===== src/rtl/pal_line_sequencer.sv =====
// PAL 576i line sequencer: tracks frame line and horizontal position from regenerated
// sync, qualifies the field sequence with a lock FSM and schedules per-line events.
module pal_line_sequencer #(
   parameter int unsigned LINE_ODD     = 1,
   parameter int unsigned LINE_EVEN    = 313,
   parameter int unsigned LOCK_FIELDS  = 4,
   parameter int unsigned MISS_LIMIT   = 2,
   parameter int unsigned LINE_TIMEOUT = 5600,
   parameter int unsigned H_ACT_START  = 851,
   parameter int unsigned H_ACT_END    = 5063,
   parameter int unsigned V_ACT1_FIRST = 23,
   parameter int unsigned V_ACT1_LAST  = 310,
   parameter int unsigned V_ACT2_FIRST = 336,
   parameter int unsigned V_ACT2_LAST  = 623
) (
   input  logic        clk,
   input  logic        nReset,
   input  logic        hsync,
   input  logic        vsync,
   input  logic        isFieldOdd,
   output logic [9:0]  lineNumber,
   output logic [12:0] hCount,
   output logic        lineStart,
   output logic        fieldStart,
   output logic        activeVideo,
   output logic        locked,
   output logic        lockLost
);

   localparam int unsigned LW              = 10;
   localparam int unsigned HW              = 13;
   localparam int unsigned CW              = 4;
   localparam int unsigned LINES_PER_FRAME = 625;

   typedef enum logic [1:0] {
      SEARCH   = 2'd0,
      VERIFY   = 2'd1,
      LOCKED   = 2'd2,
      HOLDOVER = 2'd3
   } state_t;

   state_t          state_q, state_d;
   logic [LW-1:0]   line_d, line_inc, target, exp_plus2;
   logic [HW-1:0]   h_d;
   logic [CW-1:0]   good_q, good_d, miss_q, miss_d;
   logic            parity_q, parity_d;
   logic            vs_seen_q, vs_seen_d;
   logic            good_field, crossing, missed, timeout;
   logic            locked_d, line_start_d, field_start_d, lock_lost_d, active_d;

   // Line count after this cycle's hsync; vsync decisions use this value
   always_comb begin
      line_inc = lineNumber;
      if (hsync && lineNumber != '0)
         line_inc = (lineNumber == LW'(LINES_PER_FRAME)) ? LW'(1) : lineNumber + LW'(1);
   end

   // Field prediction; a missed vsync is declared when the count reaches target+2
   // and no vsync has been seen since the previous check point
   always_comb begin
      target     = isFieldOdd ? LW'(LINE_ODD) : LW'(LINE_EVEN);
      exp_plus2  = parity_q ? LW'(LINE_EVEN + 2) : LW'(LINE_ODD + 2);
      good_field = (line_inc == target) && (isFieldOdd != parity_q);
      crossing   = hsync && ((line_inc == LW'(LINE_ODD + 2)) || (line_inc == LW'(LINE_EVEN + 2)));
      missed     = crossing && !vsync && !vs_seen_q && (line_inc == exp_plus2);
      timeout    = (state_q != SEARCH) && (hCount == HW'(LINE_TIMEOUT));
   end

   // Next-state and registered-output logic
   always_comb begin
      state_d       = state_q;
      line_d        = line_inc;
      parity_d      = parity_q;
      good_d        = good_q;
      miss_d        = miss_q;
      vs_seen_d     = vs_seen_q;
      field_start_d = 1'b0;
      lock_lost_d   = 1'b0;
      h_d           = hCount;

      if (hsync)
         h_d = '0;
      else if (hCount != HW'(LINE_TIMEOUT))
         h_d = hCount + HW'(1);

      if (vsync) begin
         vs_seen_d = 1'b1;
         parity_d  = isFieldOdd;
      end else if (crossing) begin
         vs_seen_d = 1'b0;
      end

      case (state_q)
         SEARCH: begin
            if (vsync) begin
               line_d  = target;
               good_d  = '0;
               state_d = VERIFY;
            end
         end
         VERIFY: begin
            if (vsync) begin
               if (good_field) begin
                  good_d = good_q + CW'(1);
                  if (good_q + CW'(1) == CW'(LOCK_FIELDS - 1)) begin
                     state_d = LOCKED;
                     miss_d  = '0;
                  end
               end else begin
                  line_d = target;
                  good_d = '0;
               end
            end
         end
         LOCKED: begin
            if (vsync && good_field) begin
               field_start_d = 1'b1;
            end else if (vsync || missed) begin
               // A missed field advances the parity prediction as if it had arrived
               if (!vsync)
                  parity_d = ~parity_q;
               state_d = HOLDOVER;
               miss_d  = CW'(1);
            end
         end
         HOLDOVER: begin
            if (vsync && good_field) begin
               state_d       = LOCKED;
               miss_d        = '0;
               field_start_d = 1'b1;
            end else if (vsync || missed) begin
               if (!vsync)
                  parity_d = ~parity_q;
               miss_d = miss_q + CW'(1);
               if (miss_q + CW'(1) >= CW'(MISS_LIMIT)) begin
                  state_d     = SEARCH;
                  line_d      = '0;
                  good_d      = '0;
                  miss_d      = '0;
                  lock_lost_d = 1'b1;
               end
            end
         end
         default: state_d = SEARCH;
      endcase

      // Loss of hsync overrides all field decisions
      if (timeout) begin
         state_d       = SEARCH;
         line_d        = '0;
         good_d        = '0;
         miss_d        = '0;
         field_start_d = 1'b0;
         lock_lost_d   = locked;
      end

      locked_d     = (state_d == LOCKED) || (state_d == HOLDOVER);
      line_start_d = hsync && locked_d;
      active_d     = locked_d &&
                     (h_d >= HW'(H_ACT_START)) && (h_d < HW'(H_ACT_END)) &&
                     (((line_d >= LW'(V_ACT1_FIRST)) && (line_d <= LW'(V_ACT1_LAST))) ||
                      ((line_d >= LW'(V_ACT2_FIRST)) && (line_d <= LW'(V_ACT2_LAST))));
   end

   // State and output registers
   always_ff @(posedge clk or negedge nReset) begin
      if (!nReset) begin
         state_q     <= SEARCH;
         lineNumber  <= '0;
         hCount      <= '0;
         parity_q    <= 1'b0;
         good_q      <= '0;
         miss_q      <= '0;
         vs_seen_q   <= 1'b0;
         lineStart   <= 1'b0;
         fieldStart  <= 1'b0;
         activeVideo <= 1'b0;
         locked      <= 1'b0;
         lockLost    <= 1'b0;
      end else begin
         state_q     <= state_d;
         lineNumber  <= line_d;
         hCount      <= h_d;
         parity_q    <= parity_d;
         good_q      <= good_d;
         miss_q      <= miss_d;
         vs_seen_q   <= vs_seen_d;
         lineStart   <= line_start_d;
         fieldStart  <= field_start_d;
         activeVideo <= active_d;
         locked      <= locked_d;
         lockLost    <= lock_lost_d;
      end
   end

endmodule


===== config.mk =====
export PLATFORM = sky130hd
export DESIGN_NAME = pal_line_sequencer
export DESIGN_NICKNAME = d
export VERILOG_FILES = /design/src/rtl/pal_line_sequencer.sv
export SDC_FILE = /design/constraint.sdc
export NUM_CORES = 1
export LEC_CHECK = 0
export CORE_ASPECT_RATIO = 0.5
export CORE_MARGIN = 1.5
export CORE_UTILIZATION = 50
export CTS_BUF_LIST = sky130_fd_sc_hd__clkbuf_2 sky130_fd_sc_hd__clkbuf_4 sky130_fd_sc_hd__clkbuf_8
export DETAILED_ROUTE_END_ITERATION = 6
export PLACE_DENSITY_LB_ADDON = 0.2
export SETUP_SLACK_MARGIN = 0.3
export SYNTH_ARGS = -nofsm -noshare
export SYNTH_HDL_FRONTEND = slang
export SYNTH_SLANG_ARGS = --single-unit

===== constraint.sdc =====
create_clock -name clk -period 4.07 [get_ports clk]
set_input_delay 0.6105 -clock clk [delete_from_list [all_inputs] [get_ports clk]]
set_output_delay 0.6105 -clock clk [all_outputs]
set_load 0.005 [all_outputs]

==> metrics.yaml <==
antenna_found_initial: 0
nNetsFinal: 395
drive_gt1_share_pct: 18.3
routed_via_density: 6.30
r2r_end: "activeVideo"
crit_type: "input pin to flip-flop"
ir_drop_v: 0.000327
die_x_um: 111
power_uw: 1780
dieArea_mm2: 0.00635
syn_inst: 334
post_synth_most_frequent_cells: "dfrtp_1 (40), nor2_1 (39), nand2_1 (28)"
cp_data_required_time_ps: 4310
r2r-start: "lineNumber[1]"
yosys.area.top_type_share_pct: 34.2
netlist_top_cells_area: "dfrtp_1 (34%), nor2_1 (5.0%), xor2_1 (3.9%)"
synth_cell_types: 70
fillers: 468
synth_flop_cell: "dfrtp_1"
synth-seq-cells: 40
switching_power_uw: 733
p_per_area_mw_per_mm2: 489
clk_pin_slew_worst_paths_ps: 90
fin_skew_ps: 10.2
worst_pin_slew_ps: 902
outcome: "completed"
grt-ovfl-total: 0
power_frac_seq_pct: 32.4
ys_async_sr_fraction_pct: 100
combPwrFrac_pct: 47.1
hp-class: "input pin to asynchronous set/reset pin"
synth_edf_count: 0
synth_top_cell_by_area: "dfrtp_1"
ant_nets: 0
grt_pass1_wl_um: 12800
first_iter_violations: 303
numCtsBuffers: 5
h-tree-depth: 2
via_count: 2868
drc_errors: 0
grt_max_degree: 41
drt-pass1-iter-count: 6
synth_nets: 348
max-slew-margin-rel_pct: 39.9
dp.cells: 433
hpwl_um: 5630
avgSynthCellArea_um2: 8.77
die_h_um: 57.1
grt_pass1_vias: 2601
fin_crit_ps: 3690
cp-start-kind: "input pin"
drt-total-wl_um: 8030
antenna_cells: 0
setup_viol: 0
rsz0062_at_grt: "false"
intPower_uw: 1050
hold_slack_ps: 436
clock_tree.buffer_depth: 2
rr_worst_depth: 13
final_util_pct: 65.6
maxSlewViolCount: 0
wl_per_cell_um: 17.6
critPathArrivalTime_ps: 3930
ys_seq_area_share_pct: 34.2
max-cap-violations: 0
cts_tree: "yes"
clock.fmax_ghz: 0.271
yosys.cell_count.top_type: "dfrtp_1"
hold_violations: 0
fp.coreArea_mm2: 0.00556
cts_hold_buf: 0
synth_area_mm2: 0.00293
cp-startpoint: "hsync"
numClockSinks: 40
grt_use_total_pct: 25.4
worstPathMaxFanout: 10
syn_to_final_growth_pct: 24.6
p_sw_share_pct: 41.1
finalCritPeriodShare_pct: 90.6
yosysWarnings: 0
worstSetupEndpointType: "flip-flop"
io_pins: 33
cts_root_buf: "clkbuf_8"
numPortBuffers: 32
fp-row-count: 19
leakagePower_uw: 0.00155
routabilityCongestion: 0.932
p_clk_share_pct: 20.5
rrSetupSlack_ps: 410
fin_cells: 455
clk_latency_ps: 300
start_util_pct: 52.6
==> registers in the layout, indices dropped and copies added (netlist names) <==
register	count
lineNumber	10
vs_seen_q	1
miss_q	4
parity_q	1
activeVideo	1
locked	1
lineStart	1
hCount	13
good_q	4
fieldStart	1
state_q	2
lockLost	1
==> power by group through the flow <==
stage,registers (µW),logic [µW],clock network [µW]
3_5_place_dp,585,676,0
6_report,577,840,366
3_3_place_gp,581,663,0
2_1_floorplan,528,508,0
5_1_grt,588,899,394
4_1_cts,579,724,369
==> worst max-delay path by stage <==
stage,end,slack [ps],cells after the start
finish,activeVideo,380,14
global route,activeVideo,260,13
CTS,activeVideo,320,13
detailed placement,activeVideo,-20,12
global placement,activeVideo,120,13
floorplan,activeVideo,600,13
==> layout by cell type (no fill, tap or decap), types with 3 or more instances in the layout <==
master / count
nand3_1: 14
xor2_1: 13
xnor2_1: 7
clkdlybuf4s50_1: 31
and3_1: 7
clkbuf_8: 7
dfrtp_1: 38
o31ai_1: 3
nor3_1: 10
inv_1: 13
nand2_1: 27
nand4_1: 12
o21ai_0: 18
ha_1: 9
a31oi_1: 3
nand2b_1: 3
and2_1: 8
a211oi_1: 9
a21oi_1: 10
a21o_1: 5
a211oi_2: 3
buf_4: 21
nor2_1: 39
==> repair_timing <==
action | in CTS | in global routing
gates cloned | 0 | 0
buffers inserted | 4 | 10
pin swaps | 5 | 7
gates resized for setup | 6 | 16
endpoints found under the setup margin | 1 | 2
==> per-layer routing <==
layer / GRT usage, % / share of wire [%] / vias to the layer above
li1: - / - / 1327
met1: 34.5 / 46 / 1429
met2: 41.9 / 47 / 100
met3: 5.10 / 5.0 / 12
met4: 7.41 / 1.4 / 0
met5: 0 / 0 / -
==> cell families after synthesis <==
kind of cell,count (synthesis),share of synthesized area (%)
adder cells (fa/ha/maj),9,3.85
multiplexers,3,1.07
XOR/XNOR,20,5.98
buffers and inverters,26,4.70
AND/OR/NAND/NOR,143,25.8
flip-flops,40,34.2
AO/OA/AOI/OAI,93,24.4
==> final cells by class <==
cell class	instances	area (µm²)	area share, %
Clock buffer	7	96.3	2.64
Clock inverter	1	30.0	0.823
Inverter	13	48.8	1.34
Multi-Input combinational cell	268	1900	52.2
Sequential cell	40	1000	27.5
Tap cell	73	91.3	2.50
Timing Repair Buffer	53	473	13.0
==> critical path, cell delays in order <==
cell             delay (ps)
clkdlybuf4s50_1         480
buf_4                   180
and4_2                  300
and4_1                  310
a211oi_2                 70
a41oi_1                 260
nand4b_4                240
buf_4                   140
a311oi_1                100
a221o_1                 360
a21o_1                  190
a31o_2                  240
a211oi_1                290
o211a_1                 170
==> through the flow <==
stage	instance area, µm²	setup WS [ps]	TNS, ps
final	3650	383	0
after global routing	3650	262	0
after CTS	3480	324	0
after detailed placement	3300	-19.6	-19.6
after global placement	3300	125	0
after floorplan	2930	596	0
Note: power is estimated with default switching activity, not from simulation.
